<file path="config.mk">
export PLATFORM = sky130hd
export DESIGN_NAME = serial_seq_ctrl
export DESIGN_NICKNAME = d
export VERILOG_FILES = /design/src/rtl/serial_seq_ctrl.sv
export SDC_FILE = /design/constraint.sdc
export NUM_CORES = 1
export LEC_CHECK = 0
export BUFFER_PORTS_ARGS = -buffer_cell sky130_fd_sc_hd__clkbuf_2
export CORE_AREA = 2 2 66 68
export DETAILED_ROUTE_END_ITERATION = 10
export DIE_AREA = 0 0 68 70
export PLACE_DENSITY = 0.52
export SETUP_SLACK_MARGIN = 0.5
export SLEW_MARGIN = 20
export SYNTH_ARGS = -nofsm -noshare
export SYNTH_HDL_FRONTEND = slang
export SYNTH_SLANG_ARGS = --single-unit
</file>
<file path="constraint.sdc">
create_clock -name ck -period 4.5 [get_ports ck]
set_input_delay 0.45 -clock ck [delete_from_list [all_inputs] [get_ports ck]]
set_output_delay 0.45 -clock ck [all_outputs]
set_load 0.005 [all_outputs]
</file>
<file path="src/rtl/serial_seq_ctrl.sv">
// serial_seq_ctrl
// Shifts a latched parallel pattern MSB-first onto the serial detector input,
// holds a_out low while the detector pipeline drains, counts rising edges of the
// detector output during the run and pulses done once the run is over.
//
// Optional build macro: SEQ_CTRL_LOOP_EN
//   When defined, a start seen in DONE re-runs the already-latched pattern
//   straight away instead of passing through IDLE.
//
// state   | meaning
// S_IDLE  | waiting for start; a_out low, busy low
// S_SHIFT | pattern bits on a_out, MSB first, each held HOLD cycles
// S_DRAIN | a_out low for DET_LAT cycles while the detector output settles
// S_DONE  | one-cycle done pulse; hit_cnt frozen

module serial_seq_ctrl #(
    parameter int WIDTH   = 8,
    parameter int HOLD    = 1,
    parameter int DET_LAT = 2,
    parameter int CNT_W   = 4
) (
    input  logic             ck,
    input  logic             rst_n,
    input  logic             start,
    input  logic [WIDTH-1:0] pattern,
    input  logic             b_in,
    output logic             a_out,
    output logic             busy,
    output logic             done,
    output logic [CNT_W-1:0] hit_cnt
);

    localparam int BIT_W  = (WIDTH   > 1) ? $clog2(WIDTH)   : 1;
    localparam int HOLD_W = (HOLD    > 1) ? $clog2(HOLD)    : 1;
    localparam int DRN_W  = (DET_LAT > 1) ? $clog2(DET_LAT) : 1;

    localparam logic [CNT_W-1:0]  HIT_MAX    = '1;
    localparam logic [BIT_W-1:0]  BIT_LOAD   = BIT_W'(WIDTH - 1);
    localparam logic [HOLD_W-1:0] HOLD_LOAD  = HOLD_W'(HOLD - 1);
    localparam logic [DRN_W-1:0]  DRAIN_LOAD = DRN_W'(DET_LAT - 1);

    typedef enum logic [1:0] {
        S_IDLE  = 2'd0,
        S_SHIFT = 2'd1,
        S_DRAIN = 2'd2,
        S_DONE  = 2'd3
    } state_t;

    state_t             state_q,  state_d;
    logic [WIDTH-1:0]   pat_q,    pat_d;
    logic [BIT_W-1:0]   bit_q,    bit_d;
    logic [HOLD_W-1:0]  hold_q,   hold_d;
    logic [DRN_W-1:0]   drain_q,  drain_d;
    logic               b_prev_q, b_prev_d;
    logic               a_out_q,  a_out_d;
    logic               busy_q,   busy_d;
    logic               done_q,   done_d;
    logic [CNT_W-1:0]   hit_q,    hit_d;

    logic               load;
    logic [WIDTH-1:0]   load_pat;

    // Next-state, counter and registered-output computation.
    // bit_q counts down the remaining bits, hold_q and drain_q are down-counters
    // whose terminal count (zero) ends the current bit or the drain phase.
    always_comb begin
        state_d  = state_q;
        pat_d    = pat_q;
        bit_d    = bit_q;
        hold_d   = hold_q;
        drain_d  = drain_q;
        b_prev_d = b_prev_q;
        a_out_d  = a_out_q;
        busy_d   = busy_q;
        done_d   = 1'b0;
        hit_d    = hit_q;
        load     = 1'b0;
        load_pat = pat_q;

        // Edge counting only while the detector is being exercised.
        if ((state_q == S_SHIFT) || (state_q == S_DRAIN)) begin
            b_prev_d = b_in;
            if (b_in && !b_prev_q && (hit_q != HIT_MAX)) begin
                hit_d = hit_q + 1'b1;
            end
        end

        case (state_q)
            S_IDLE: begin
                a_out_d = 1'b0;
                busy_d  = 1'b0;
                if (start) begin
                    load     = 1'b1;
                    load_pat = pattern;
                end
            end

            S_SHIFT: begin
                if (hold_q != '0) begin
                    hold_d = hold_q - 1'b1;
                end else if (bit_q != '0) begin
                    bit_d   = bit_q - 1'b1;
                    hold_d  = HOLD_LOAD;
                    a_out_d = pat_q[bit_q - 1'b1];
                end else begin
                    state_d = S_DRAIN;
                    a_out_d = 1'b0;
                    drain_d = DRAIN_LOAD;
                end
            end

            S_DRAIN: begin
                if (drain_q != '0) begin
                    drain_d = drain_q - 1'b1;
                end else begin
                    state_d = S_DONE;
                    busy_d  = 1'b0;
                    done_d  = 1'b1;
                end
            end

            S_DONE: begin
                state_d = S_IDLE;
`ifdef SEQ_CTRL_LOOP_EN
                if (start) begin
                    load     = 1'b1;
                    load_pat = pat_q;
                end
`endif
            end

            default: begin
                state_d = S_IDLE;
                a_out_d = 1'b0;
                busy_d  = 1'b0;
            end
        endcase

        // Common entry into SHIFT: first bit goes out on the next cycle, and the
        // edge history starts at 0 so a b_in already high counts as an edge.
        if (load) begin
            state_d  = S_SHIFT;
            pat_d    = load_pat;
            bit_d    = BIT_LOAD;
            hold_d   = HOLD_LOAD;
            a_out_d  = load_pat[WIDTH-1];
            busy_d   = 1'b1;
            hit_d    = '0;
            b_prev_d = 1'b0;
        end
    end

    // State, counters and all outputs are registered; reset aborts any run at once.
    always_ff @(posedge ck or negedge rst_n) begin
        if (!rst_n) begin
            state_q  <= S_IDLE;
            pat_q    <= '0;
            bit_q    <= '0;
            hold_q   <= '0;
            drain_q  <= '0;
            b_prev_q <= 1'b0;
            a_out_q  <= 1'b0;
            busy_q   <= 1'b0;
            done_q   <= 1'b0;
            hit_q    <= '0;
        end else begin
            state_q  <= state_d;
            pat_q    <= pat_d;
            bit_q    <= bit_d;
            hold_q   <= hold_d;
            drain_q  <= drain_d;
            b_prev_q <= b_prev_d;
            a_out_q  <= a_out_d;
            busy_q   <= busy_d;
            done_q   <= done_d;
            hit_q    <= hit_d;
        end
    end

    assign a_out   = a_out_q;
    assign busy    = busy_q;
    assign done    = done_q;
    assign hit_cnt = hit_q;

endmodule

</file>
==> summary.txt, run 1 <==
Route
  • DR iter-0 viols: 37
  • Final antenna-violating net count: 0
  • # DRC: 0
  • Wire length per cell: 12.30 µm
  • Vias/cell: 4.640
  • Routed WL: 2287 µm
  • Initial DRT Pass Iterations: 4
  • Via count: 863

Logic synthesis
  • Post-Syn Nets: 137
  • Top cell type's share of synthesized area: 0.4656
  • Async set or reset register ratio after synthesis: 1.000
  • Mapped Cells: 117
  • Seq cells post-synth: 22
  • Avg Cell Area, Syn: 10.11 µm²
  • EDFF count, synth: 0
  • Post-synth top cells: nand2_1 (26), dfrtp_1 (22), ha_1 (8), a21oi_1 (7), inv_1 (6)
  • Yosys top cell by area: dfrtp_1
  • Distinct cells, synth: 34
  • Proportion of synthesized chip area in sequential cells: 0.4656
  • Syn Std Cell Area: 1182 µm²
  • Yosys warnings: 0
  • Most used DFF post-synth: dfrtp_1
  • Dominant cells by area after synthesis: dfrtp_1 (47%), ha_1 (8.5%), nand2_1 (8.3%)
  • Count leader, synth: nand2_1

Timing
  • Worst Max-Slew Pin Slew: 566.9 ps
  • Clk_skew: 7.570 ps
  • Total negative slack: 0 ps
  • Relative slew slack: 0.6221
  • Top achievable clock speed: 0.5739 GHz
  • Hold WS: 156.1 ps
  • Max-slew violation count: 0
  • Final Worst Setup Slack: 2758 ps
  • Final hold violations: 0
  • Minimum clock period: 1743 ps
  • Period utilization: 0.3872
  • Setup violations, final: 0
  • RSZ-0062 raised after global routing: false

Clocking
  • Post-cts resize count: 0
  • Max clock buf depth: 2
  • Clk_lat worst skew: 260 ps
  • CTS tree: yes
  • Hold_buf cts: 0
  • H-tree depth: 1
  • CTS Buf Count: 3
  • TritonCTS Sinks: 22
  • Clk root buf: clkbuf_8
  • Clock-pin transition on the worst setup and hold timing paths: 80 ps
  • Post-CTS setup buffers: 0

Hold path
  • Worst hold path class: in -> async

Critical path
  • Critical path type: reg -> reg
  • Critical path data required time: 4680 ps
  • Worst Setup End Kind: register
  • R2R depth: 5
  • Flop2flop setup slack: 2760 ps
  • Worst R2R Start: state_q[0]$_DFFE_PN0P_
  • Setup crit start kind: register
  • CP max FO: 15
  • CP Data Arrival Time: 1920 ps
  • Worst r2r dst: state_q[0]$_DFFE_PN0P_

Final layout
  • Fin area: 1360 µm²
  • P&R area growth vs syn: 15.03%
  • Layout cells sized above 1: 0.2090
  • Nets: 155
  • Ant diodes: 0

Placement
  • Setup WS pre-CTS: 2759 ps
  • Dpl cell area: 1305 µm²
  • RD Place Congestion: 0.7467
  • Hpwl dp: 1718 µm
  • Port Buffers: 18

Job
  • Max-Cap Viols: 0

Floorplan
  • Area of the core: 4144 µm²
  • Initial core utilization: 0.2853
  • Row cnt: 24
  • Die Area: 4760 µm²
  • Chip width: 68 µm
  • Io pins: 19
  • Die height: 70 µm

Power
  • Worst vdd ir: 0.1855 mV
  • Total power: 869.4 µW
  • PwrDens: 639.2 nW/µm²
  • Leakage: 0.0006931 µW

GRT
  • Tot GR Track Use: 0.1123
  • Total global routing overflow: 0
  • Initial antenna violation count: 0
  • Global-route wire length before repair: 4105 µm
  • Vias in the first global route: 913
  • Largest net degree at the start of global routing: 23

Status
  • Status: finished, final reports clean
## worst max-delay path by stage
stage                                      start                      to  cells past startpoint  slack (ps)
after global placement      bit_q[0]$_DFFE_PN0P_       a_out$_DFFE_PN0P_                      5        2770
after global routing      state_q[0]$_DFFE_PN0P_  state_q[0]$_DFFE_PN0P_                      5        2620
after CTS                 state_q[0]$_DFFE_PN0P_  state_q[0]$_DFFE_PN0P_                      5        2740
after detailed placement    bit_q[0]$_DFFE_PN0P_       a_out$_DFFE_PN0P_                      5        2760
final                     state_q[0]$_DFFE_PN0P_  state_q[0]$_DFFE_PN0P_                      5        2760
after floorplan             bit_q[0]$_DFFE_PN0P_       a_out$_DFFE_PN0P_                      5        2890
## metrics by stage
step | instances | util
floorplan | 117 | -
global placement | 182 | 0.3149
detailed placement | 182 | 0.3149
CTS | 186 | 0.3282
global route | 186 | 0.3282
finish | 186 | 0.3282
## metal layers
layer,routed length [µm],track usage,vias up
met3,90,0.04026,2
li1,-,-,441
met2,1118,0.1812,15
met5,0,0,-
met4,24,0.02667,0
met1,1054,0.1412,405
## placed cells by master, fill, tap and decap left out, drive strengths merged
cell type  synthesis  routed
mux4               2       2
nor2               4       4
nand2b             1       1
o31ai              3       3
or3                3       3
a221o              1       1
a21oi              7       7
a21o               1       1
nand3b             1       1
o2bb2ai            2       2
nor2b              1       1
o21ai              6       6
and2               2       2
ha                 8       8
nor3               1       1
nand3              2       2
mux2i              3       3
or3b               1       1
inv                6       6
and3               3       3
a22oi              2       2
clkbuf             2      22
dfrtp             22      22
a2111oi            1       1
xor2               1       1
a221oi             1       1
nand2             27      27
## logic make-up (layout without fill, tap and decap cells)
group	Yosys count	in the layout	synth area share
AND/OR/NAND/NOR	46	46	0.1884
XOR/XNOR	1	1	0.007409
adder cells (fa/ha/maj)	8	8	0.08466
AO/OA/AOI/OAI	24	24	0.1376
buffers and inverters	11	28	0.04655
multiplexers	5	5	0.06984
flip-flops	22	22	0.4656
## final cells by class
class                           instances  area [µm²]
Inverter                                6       22.52
Sequential cell                        22       550.5
Clock buffer                            4       55.05
Tap cell                               52       65.06
Fill cell                             431        2784
Multi-Input combinational cell         84       576.8
Timing Repair Buffer                   18       90.09
## critical path, cell delays in order (launching register included)
cell and delay (ps):
dfrtp_1 430, inv_1 130, ha_1 260, nand2_2 210
a221o_1 410, a22oi_1 210
## sequential cells by signal (all words and copies together), names as in the netlist
signal / count
b_prev_q: 1
bit_q: 3
busy: 1
pat_q: 8
hit_cnt: 4
done: 1
state_q: 2
a_out: 1
drain_q: 1
## where the power goes
part	leakage, µW	internal, µW	switching, µW	total (µW)
Combinational	0.000392	186	204	389
Clock	0.0000288	78.0	64.4	142
Sequential	0.000272	281	56.4	338
Total	0.000693	545	325	869
No activity file was read; power rests on OpenSTA's default activity.
==> inputs of run 2 (changes only) <==
PLACE_DENSITY = 0.54   (was 0.52)
clock period = 1.5 ns   (was 4.5 ns; I/O delays follow)
==> summary.txt, run 2 (synthesized netlist as in run 1, its figures left out) <==
GRT
  • Total global routing overflow: 0
  • Tot GR Track Use: 0.1279
  • Largest net degree at the start of global routing: 23
  • Vias in the first global route: 994
  • Initial antenna violation count: 0
  • Global-route wire length before repair: 4560 µm

Critical path
  • CP max stage delay: 420 ps
  • CP Data Arrival Time: 1740 ps
  • Critical path type: reg -> reg
  • Critical path data required time: 1700 ps
  • Worst Setup End Kind: register
  • CP max FO: 8
  • Slowest cell on crit path: or3b_1
  • CP cell instances: inv_2, ha_4, nand3b_1, or3b_1, a21oi_2
  • Setup crit start kind: register
  • R2R depth: 5

Route
  • Wire length per cell: 13.72 µm
  • Via count: 1025
  • Routed WL: 2964 µm
  • Initial DRT Pass Iterations: 4
  • Vias/cell: 4.745
  • Final antenna-violating net count: 0
  • DR iter-0 viols: 44
  • # DRC: 0

Power
  • PwrDens: 2050 nW/µm²
  • Worst vdd ir: 0.6891 mV
  • Leakage: 0.0008900 µW

Hold path
  • Worst hold stages: 3
  • Worst hold path class: in -> reg

Final layout
  • Top reg by flops: pat_q
  • Commonest non-fill, non-tap cell in the layout: dfrtp_1
  • Fin area: 1832 µm²
  • P&R area growth vs syn: 54.92%
  • Commonest non-fill, non-tap cells in the layout: dfrtp_1 (22), clkbuf_2 (17), nand2_1 (16)
  • Nets: 186
  • Max reg flops: 8
  • Ant diodes: 0
  • Layout cells sized above 1: 0.5549
  • Final Non-Filler Cells: 216

Floorplan
  • Die height: 70 µm
  • Area of the core: 4144 µm²
  • Chip width: 68 µm
  • Io pins: 19
  • Row cnt: 24
  • Initial core utilization: 0.2853
  • Die Area: 4760 µm²

Placement
  • Hpwl dp: 1684 µm
  • Port Buffers: 18
  • Dpl cell area: 1406 µm²
  • Placed cells: 188
  • RD Place Congestion: 0.8031

Timing
  • Top achievable clock speed: 0.6462 GHz
  • RSZ-0062 raised after global routing: true
  • Clk_skew: 4.673 ps
  • Max-slew violation count: 0
  • Period utilization: 1.032
  • Final Worst Setup Slack: -47.49 ps
  • Final hold violations: 0
  • Relative slew slack: 0.6239
  • Minimum clock period: 1547 ps
  • Worst Max-Slew Pin Slew: 564.1 ps
  • Setup violations, final: 4

Clocking
  • Clk_lat worst skew: 260 ps
  • CTS tree: yes
  • CTS Buf Count: 3
  • TritonCTS Sinks: 22
  • H-tree depth: 1
  • Clk root buf: clkbuf_8
  • Clock-pin transition on the worst setup and hold timing paths: 80 ps
  • Max clock buf depth: 2

Status
  • Status: finished, violations left
  • Failing checks: negative setup slack

Job
  • Max-Cap Viols: 0
-- run 2: cell count changes in the layout (fill, tap and decap cells not counted), moves of 4 or more --
| cell | change |
|---|---|
| ha_4 | +4 |
| ha_1 | -4 |
| inv_2 | +4 |
| buf_6 | +14 |
| a21oi_1 | -5 |
| nand2_2 | +7 |
| nand2_1 | -10 |
| inv_1 | -4 |
| buf_4 | +15 |
| a21oi_2 | +5 |
-- run 2: through the flow --
step / hold WS [ps] / total power, µW / util / setup slack (ps) / setup TNS (ps)
floorplan: -145.6 / 2151 / - / -19.98 / -19.98
global placement: 161.5 / 2443 / 0.3394 / 19.15 / 0
detailed placement: 176.2 / 2486 / 0.3394 / -45.30 / -59.30
CTS: 81.11 / 3393 / 0.4085 / -31.85 / -87.05
global route: 93.26 / 4044 / 0.4420 / -158.4 / -702.7
finish: 83.56 / 3755 / 0.4420 / -47.49 / -111.6
-- run 2: worst paths after layout --
kind,start,end,slack (ps)
max,state_q[0]$_DFFE_PN0P_,hit_cnt[1]$_DFFE_PN0P_,-50
min,pattern[3],pat_q[3]$_DFFE_PN0P_,80
max reg2reg,state_q[0]$_DFFE_PN0P_,hit_cnt[1]$_DFFE_PN0P_,-50
min reg2reg,pat_q[2]$_DFFE_PN0P_,pat_q[2]$_DFFE_PN0P_,470
max in group asynchronous,rst_n,pat_q[4]$_DFFE_PN0P_,720
min in group asynchronous,rst_n,done$_DFF_PN0_,400
-- run 2: final cells by class --
type                       instances  area (µm²)
clock buffer                       3       41.29
fill                             389        2312
multi-input combinational         85       767.0
timing repair buffer              48       385.4
sequential                        22       550.5
inverter                           6       22.52
tap                               52       65.06
-- run 2: timing repair --
| action | in CTS | in global routing |
|---|---|---|
| pin swaps | 16 | 13 |
| buffers inserted | 17 | 6 |
| endpoints found under the hold margin | 22 | 0 |
| endpoints found under the setup margin | 23 | 24 |
| hold buffers | 1 | 0 |
| cloned | 1 | 0 |
| resized for setup | 25 | 22 |
-- run 2: per-layer routing --
| layer | global-route usage | part of all wire |
|---|---|---|
| met2 | 0.2060 | 0.52 |
| met5 | 0 | 0 |
| met3 | 0.02899 | 0.030 |
| met1 | 0.1648 | 0.43 |
| met4 | 0.04667 | 0.015 |
-- run 2: where the power goes --
group | switching (µW) | total [µW] | leakage, µW | internal [µW]
logic | 1030 | 2380 | 0.000596 | 1350
clock network | 186 | 365 | 0.0000216 | 179
registers | 170 | 1010 | 0.000272 | 844
total | 1380 | 3760 | 0.000890 | 2370
-- run 2: worst max-delay path, delay by kind of cell (launching register included) --
kind | cells | cell delay [ps]
AOI/OAI and AO/OA | 1 | 120
and+or+nand+nor | 2 | 610
DFF | 1 | 400
adders and majority gates | 1 | 270
buffers and inverters | 1 | 80
